<file path="config.mk">
export PLATFORM = sky130hd
export DESIGN_NAME = ripple_borrow_subtractor_seq_flat
export DESIGN_NICKNAME = d
export VERILOG_FILES = /design/src/rtl/alu_pkg.sv /design/src/rtl/ripple_borrow_subtractor_seq_if.sv /design/src/rtl/ripple_borrow_subtractor_seq_full_subtractor.sv /design/src/rtl/ripple_borrow_subtractor_seq.sv /design/src/flat_wrapper.sv
export SDC_FILE = /design/constraint.sdc
export NUM_CORES = 1
export LEC_CHECK = 0
export ABC_CLOCK_PERIOD_IN_PS = 6300
export BUFFER_PORTS_ARGS = -buffer_cell sky130_fd_sc_hd__buf_2
export CAP_MARGIN = 20
export CORE_MARGIN = 2
export CORE_UTILIZATION = 56
export CTS_BUF_LIST = sky130_fd_sc_hd__clkbuf_4
export DETAILED_ROUTE_END_ITERATION = 10
export GPL_TIMING_DRIVEN = 0
export PLACE_DENSITY = 0.81
export RECOVER_POWER = 100
export SLEW_MARGIN = 20
export SYNTH_ARGS = -nofsm -noshare
export SYNTH_HDL_FRONTEND = slang
export SYNTH_SLANG_ARGS = --single-unit
</file>
<file path="constraint.sdc">
create_clock -name clk -period 6.3 [get_ports clk]
set_input_delay 0.315 -clock clk [delete_from_list [all_inputs] [get_ports clk]]
set_output_delay 0.315 -clock clk [all_outputs]
set_load 0.1 [all_outputs]
</file>
<file path="src/rtl/alu_pkg.sv">
// Shared ALU types and defaults for the folded
// ripple-borrow subtractor.
package alu_pkg;

  localparam int DEF_WIDTH = 32;
  localparam int DEF_CHUNK = 8;

  typedef enum logic [1:0] {
    IDLE = 2'd0,
    RUN  = 2'd1,
    DONE = 2'd2
  } state_t;

  // Width of the slice counter; never below one bit.
  function automatic int idx_w(input int n);
    return (n > 1) ? $clog2(n) : 1;
  endfunction

endpackage

</file>
<file path="src/rtl/ripple_borrow_subtractor_seq_if.sv">
// Operand/result valid-ready bundle for the
// sequential subtractor.
interface ripple_borrow_subtractor_seq_if #(
  parameter int WIDTH = alu_pkg::DEF_WIDTH
);

  logic             in_valid;
  logic             in_ready;
  logic [WIDTH-1:0] a;
  logic [WIDTH-1:0] b;
  logic             bin;
  logic             out_valid;
  logic             out_ready;
  logic [WIDTH-1:0] diff;
  logic             bout;
  logic             zero;
  logic             ovf;

  modport master (
    output in_valid, a, b, bin, out_ready,
    input  in_ready, out_valid, diff,
    input  bout, zero, ovf
  );

  modport slave (
    input  in_valid, a, b, bin, out_ready,
    output in_ready, out_valid, diff,
    output bout, zero, ovf
  );

endinterface

</file>
<file path="src/rtl/ripple_borrow_subtractor_seq_full_subtractor.sv">
// One-bit full subtractor cell:
// d = a - b - bin, bout set when it underflows.
module full_subtractor (
  input  logic a,
  input  logic b,
  input  logic bin,
  output logic d,
  output logic bout
);

  assign d    = a ^ b ^ bin;
  assign bout = (~a & b) | (~(a ^ b) & bin);

endmodule

</file>
<file path="src/rtl/ripple_borrow_subtractor_seq.sv">
// WIDTH-bit subtractor folded in time: one CHUNK
// slice per clock, LSB first, borrow registered.
module ripple_borrow_subtractor_seq
  import alu_pkg::*;
#(
  parameter int WIDTH = DEF_WIDTH,
  parameter int CHUNK = DEF_CHUNK
) (
  input logic                          clk,
  input logic                          rst_n,
  ripple_borrow_subtractor_seq_if.slave bus
);

  localparam int NUM_CHUNKS = WIDTH / CHUNK;
  localparam int IW = idx_w(NUM_CHUNKS);

  state_t           state;
  state_t           state_n;
  logic [WIDTH-1:0] a_s;
  logic [WIDTH-1:0] b_s;
  logic [IW-1:0]    idx;
  logic             brw;
  logic [WIDTH-1:0] diff_q;
  logic             bout_q;
  logic             zero_q;
  logic             ovf_q;

  logic             in_ready;
  logic             out_valid;
  logic             last;
  logic [31:0]      off;
  logic [CHUNK-1:0] a_sl;
  logic [CHUNK-1:0] b_sl;
  logic [CHUNK-1:0] d_sl;
  logic [CHUNK:0]   c;
  logic [WIDTH-1:0] diff_n;

  assign last = (idx == IW'(NUM_CHUNKS - 1));
  assign off  = 32'(idx) * 32'(CHUNK);
  assign a_sl = a_s[off +: CHUNK];
  assign b_sl = b_s[off +: CHUNK];
  assign c[0] = brw;

  for (genvar i = 0; i < CHUNK; i++) begin : g_cell
    full_subtractor u_fs (
      .a    (a_sl[i]),
      .b    (b_sl[i]),
      .bin  (c[i]),
      .d    (d_sl[i]),
      .bout (c[i+1])
    );
  end

  always_comb begin
    diff_n = diff_q;
    diff_n[off +: CHUNK] = d_sl;
  end

  always_comb begin
    state_n   = state;
    in_ready  = 1'b0;
    out_valid = 1'b0;
    unique case (1'b1)
      (state == IDLE): begin
        in_ready = 1'b1;
        if (bus.in_valid) state_n = RUN;
      end
      (state == RUN): begin
        if (last) state_n = DONE;
      end
      (state == DONE): begin
        out_valid = 1'b1;
        if (bus.out_ready) state_n = IDLE;
      end
      default: state_n = IDLE;
    endcase
  end

  always_ff @(posedge clk or negedge rst_n) begin
    if (!rst_n) begin
      state <= IDLE;
    end else begin
      state <= state_n;
    end
  end

  always_ff @(posedge clk or negedge rst_n) begin
    if (!rst_n) begin
      a_s    <= '0;
      b_s    <= '0;
      idx    <= '0;
      brw    <= 1'b0;
      diff_q <= '0;
      bout_q <= 1'b0;
      zero_q <= 1'b0;
      ovf_q  <= 1'b0;
    end else if (state == IDLE) begin
      if (bus.in_valid) begin
        a_s <= bus.a;
        b_s <= bus.b;
        brw <= bus.bin;
        idx <= '0;
      end
    end else if (state == RUN) begin
      diff_q <= diff_n;
      brw    <= c[CHUNK];
      idx    <= idx + IW'(1);
      // Flags settle on the final slice edge only.
      if (last) begin
        bout_q <= c[CHUNK];
        zero_q <= ~|diff_n;
        ovf_q  <= (a_s[WIDTH-1] != b_s[WIDTH-1])
               && (diff_n[WIDTH-1] != a_s[WIDTH-1]);
      end
    end
  end

  assign bus.in_ready  = in_ready;
  assign bus.out_valid = out_valid;
  assign bus.diff      = diff_q;
  assign bus.bout      = bout_q;
  assign bus.zero      = zero_q;
  assign bus.ovf       = ovf_q;

endmodule

</file>
<file path="src/flat_wrapper.sv">
// flat-port wrapper written by rule: the top's interface ports become plain ports
module ripple_borrow_subtractor_seq_flat import alu_pkg::*;
#(
  parameter int WIDTH = DEF_WIDTH,
  parameter int CHUNK = DEF_CHUNK
)
  (clk, rst_n, bus_in_valid, bus_a, bus_b, bus_bin, bus_out_ready, bus_in_ready, bus_out_valid, bus_diff, bus_bout, bus_zero, bus_ovf);
  ripple_borrow_subtractor_seq_if #(.WIDTH(WIDTH)) bus_i ();
  input logic clk;
  input logic rst_n;
  input wire logic [$bits(bus_i.in_valid)-1:0] bus_in_valid;
  input wire logic [$bits(bus_i.a)-1:0] bus_a;
  input wire logic [$bits(bus_i.b)-1:0] bus_b;
  input wire logic [$bits(bus_i.bin)-1:0] bus_bin;
  input wire logic [$bits(bus_i.out_ready)-1:0] bus_out_ready;
  output wire logic [$bits(bus_i.in_ready)-1:0] bus_in_ready;
  output wire logic [$bits(bus_i.out_valid)-1:0] bus_out_valid;
  output wire logic [$bits(bus_i.diff)-1:0] bus_diff;
  output wire logic [$bits(bus_i.bout)-1:0] bus_bout;
  output wire logic [$bits(bus_i.zero)-1:0] bus_zero;
  output wire logic [$bits(bus_i.ovf)-1:0] bus_ovf;
  assign bus_i.in_valid = bus_in_valid;
  assign bus_i.a = bus_a;
  assign bus_i.b = bus_b;
  assign bus_i.bin = bus_bin;
  assign bus_i.out_ready = bus_out_ready;
  assign bus_in_ready = bus_i.in_ready;
  assign bus_out_valid = bus_i.out_valid;
  assign bus_diff = bus_i.diff;
  assign bus_bout = bus_i.bout;
  assign bus_zero = bus_i.zero;
  assign bus_ovf = bus_i.ovf;
  ripple_borrow_subtractor_seq #(.WIDTH(WIDTH), .CHUNK(CHUNK)) u_core (.clk(clk), .rst_n(rst_n), .bus(bus_i));
endmodule
</file>
==> key figures <==
Route
  • Routed WL per cell: 18.8 microns
  • Routed Antenna Nets: 0
  • First DRT Iteration DRCs: 212
  • 1st-pass router iterations: 4
  • Post-route DRC: 0
  • Drt via density: just under 6
  • Via count: ~3500
  • DRT Wirelength: 11200 microns

Setup path
  • Crit path DAT: 6040 ps
  • Critical path startpoint: u_core.idx[1]$_DFFE_PN0P_
  • CP Launch Type: flop
  • Reg-to-reg startpoint: u_core.idx[1]$_DFFE_PN0P_
  • R2R cell count: 18
  • Maximum fanout along the worst path: 10
  • Register-to-register setup slack: 620 ps
  • Reg2reg end: u_core.bus.zero$_DFFE_PN0P_
  • Crit. End Element: flop
  • Worst path required time: about 6700 ps
  • CP Class: reg2reg

Yosys
  • Seq/Total Area, Yosys: 52.9%
  • YS warnings: 0
  • Synth Area per Inst: 13.5 sq um
  • Ys async rst share: 100%
  • Post-synth EDFFs: 0
  • Mapped Cells: ~370
  • Yosys reg bits: 104
  • Synth Flop Type: dfrtp_1
  • Synthesized area: approximately 5000 sq um
  • Yosys cell types: 42
  • Post-synth net total: 448

Run status
  • Failing checks: max-capacitance violations, max-slew violations
  • Status: complete, but fails checks

Min path
  • Hold Path Class: in2reg
  • Hold Path Sink: u_core.state[1]$_DFFE_PN0P_
  • Min-Delay Path Depth: 2
  • Hold Path Origin: bus_out_ready

Floorplanning
  • Row cnt: 34
  • Io pins: approximately 110
  • Initial Util: 56.9%
  • Full die area: around 9500 sq um
  • Die H: between 90 and 100 microns
  • Core outline area: 8640 sq um
  • Die X: 97.7 microns

Clock network
  • Skew-Pair Late Insertion Delay: ~450 ps
  • Clk slew on worst S/H paths: approximately 150 ps
  • Post-CTS setup buffers: 0
  • Clock root buffer: clkbuf_4
  • Resize count post-CTS: 0
  • Bufs on Longest Clock Path: 2
  • Htree depth: 3
  • TritonCTS Buffers: 9
  • Clock sink total: approximately 100
  • CTS tree: built

Global routing
  • Initial antenna violation count: 0
  • GRT Total Usage: 24.8%
  • Grt total ovfl: 0
  • First-pass GRT wire length: 18500 microns
  • Largest net degree at the start of global routing: 54
  • Vias in the first global route: 3650

STA
  • Final setup TNS: 0 ps
  • Final Max Tran Viols: roughly 110
  • Final Hold Fails: 0
  • Final-report setup violation count: 0
  • Final Cycle Share: 90.2%
  • Max Clock Skew: 12.2 ps
  • Slew @ Worst Pin: 2730 ps
  • Slew margin rel.: -82.0%
  • Final worst path period need: 5680 ps
  • Fmax: 176 MHz
  • Unrepaired setup endpoints after global routing: false

Layout
  • Cell area after layout: 5650 sq um
  • Most frequent cells in the layout: dfrtp_1, buf_2, mux2_2
  • Fin nets: about 570
  • Area growth syn-to-layout: 14.9%
  • Share of cells above drive strength 1: 35.5%
  • Footprint of the multi-input gates: 2140 sq um
  • Utilization after layout: between 60% and 70%
  • ANT cells: 0
  • Commonest non-fill, non-tap cell in the layout: dfrtp_1
  • Filler cell count: 695
  • Non-filler cells, final: ~600
  • Sequential cell area: 2600 sq um

Flow run
  • Max-capacitance violation count: 2

Placement
  • Routability cong.: 0.878
  • DPL Wire Length: 8330 microns
  • Buffers on Ports: 105
  • Placed Area: 5610 sq um
  • Placed cell count: 579
## cell families after synthesis
logic type,Yosys count,synth area share [%]
flops,104,52.9
mux,82,22.4
simple gates,76,8.68
compound gates,54,7.94
buf+inv,35,3.23
fa+ha+maj,14,4.78
## final cells by class
cell class                 instances  share of cell area, %
clock inverter                     4                  0.819
multi-input combinational        226                   38.0
timing repair buffer             107                   8.70
buffer                            19                   1.53
tap                              108                   2.39
inverter                          16                   1.06
clock buffer                      11                   1.46
sequential                       104                   46.1
## worst max-delay path by stage
| stage | to | slack (ps) | cells past startpoint |
|---|---|---|---|
| floorplan | u_core.bus.zero$_DFFE_PN0P_ | 1320 | 19 |
| CTS | u_core.bus.zero$_DFFE_PN0P_ | 780 | 19 |
| global route | u_core.bus.zero$_DFFE_PN0P_ | 290 | 18 |
| global placement | u_core.bus.zero$_DFFE_PN0P_ | 870 | 19 |
| finish | u_core.bus.zero$_DFFE_PN0P_ | 620 | 18 |
| detailed placement | u_core.bus.zero$_DFFE_PN0P_ | 800 | 19 |
## registers in the layout, indices dropped and copies added, names as in the netlist
| register | count |
|---|---|
| u_core.bus.ovf | 1 |
| u_core.brw | 1 |
| u_core.state | 2 |
| u_core.bus.zero | 1 |
| u_core.bus.diff | 32 |
| u_core.idx | 2 |
| u_core.bus.bout | 1 |
| u_core.b_s | 32 |
| u_core.a_s | 32 |
## layer usage
metal	GRT usage, %	vias to the layer above	wire (microns)
met4	7.80	0	266
met3	5.32	28	796
li1	-	1570	-
met5	0	-	0
met1	33.2	1736	4680
met2	41.1	145	5430
## stage by stage
| step | hold WS [ps] | setup WS [ps] |
|---|---|---|
| CTS | 35.8 | 784 |
| detailed placement | 300 | 802 |
| finish | 42.2 | 616 |
| floorplan | 19.4 | 1320 |
| global route | 13.9 | 293 |
| global placement | 485 | 875 |
## cell usage after synthesis (4+ instances only)
master    instances  area share (%)
mux2_2           65              15
a22o_1           17             3.0
o21ai_0          17             1.7
inv_1            16             1.2
clkbuf_1          4            0.31
ha_1              6             1.5
nor2_1            7            0.53
nand2_1          27             2.1
nor2b_1           6            0.76
buf_2            13             1.3
nand2b_1          7            0.89
dfrtp_1         104              53
nor3_1            6            0.61
mux4_2           16             7.3
fa_1              8             3.3
## worst max-delay path: stages (launching register included)
cell and delay (ps):
dfrtp_1 440, clkbuf_1 420, clkbuf_1 520, mux4_2 340, fa_1 170, inv_1 50, fa_1 380, fa_1 390
fa_1 390, fa_1 390, fa_1 400, fa_1 380, inv_1 80, fa_1 320, nand2b_1 100, or2_2 300
nor4_1 180, o211ai_1 110, o31ai_1 240
## timing repair
action | CTS | global route
hold buffers | 1 | 0
hold endpoints to repair | 51 | 0
endpoints found under the setup margin | 0 | 0
Power is not shown: default switching activity piles up to over one toggle a cycle in this logic, so the estimate is an artifact.
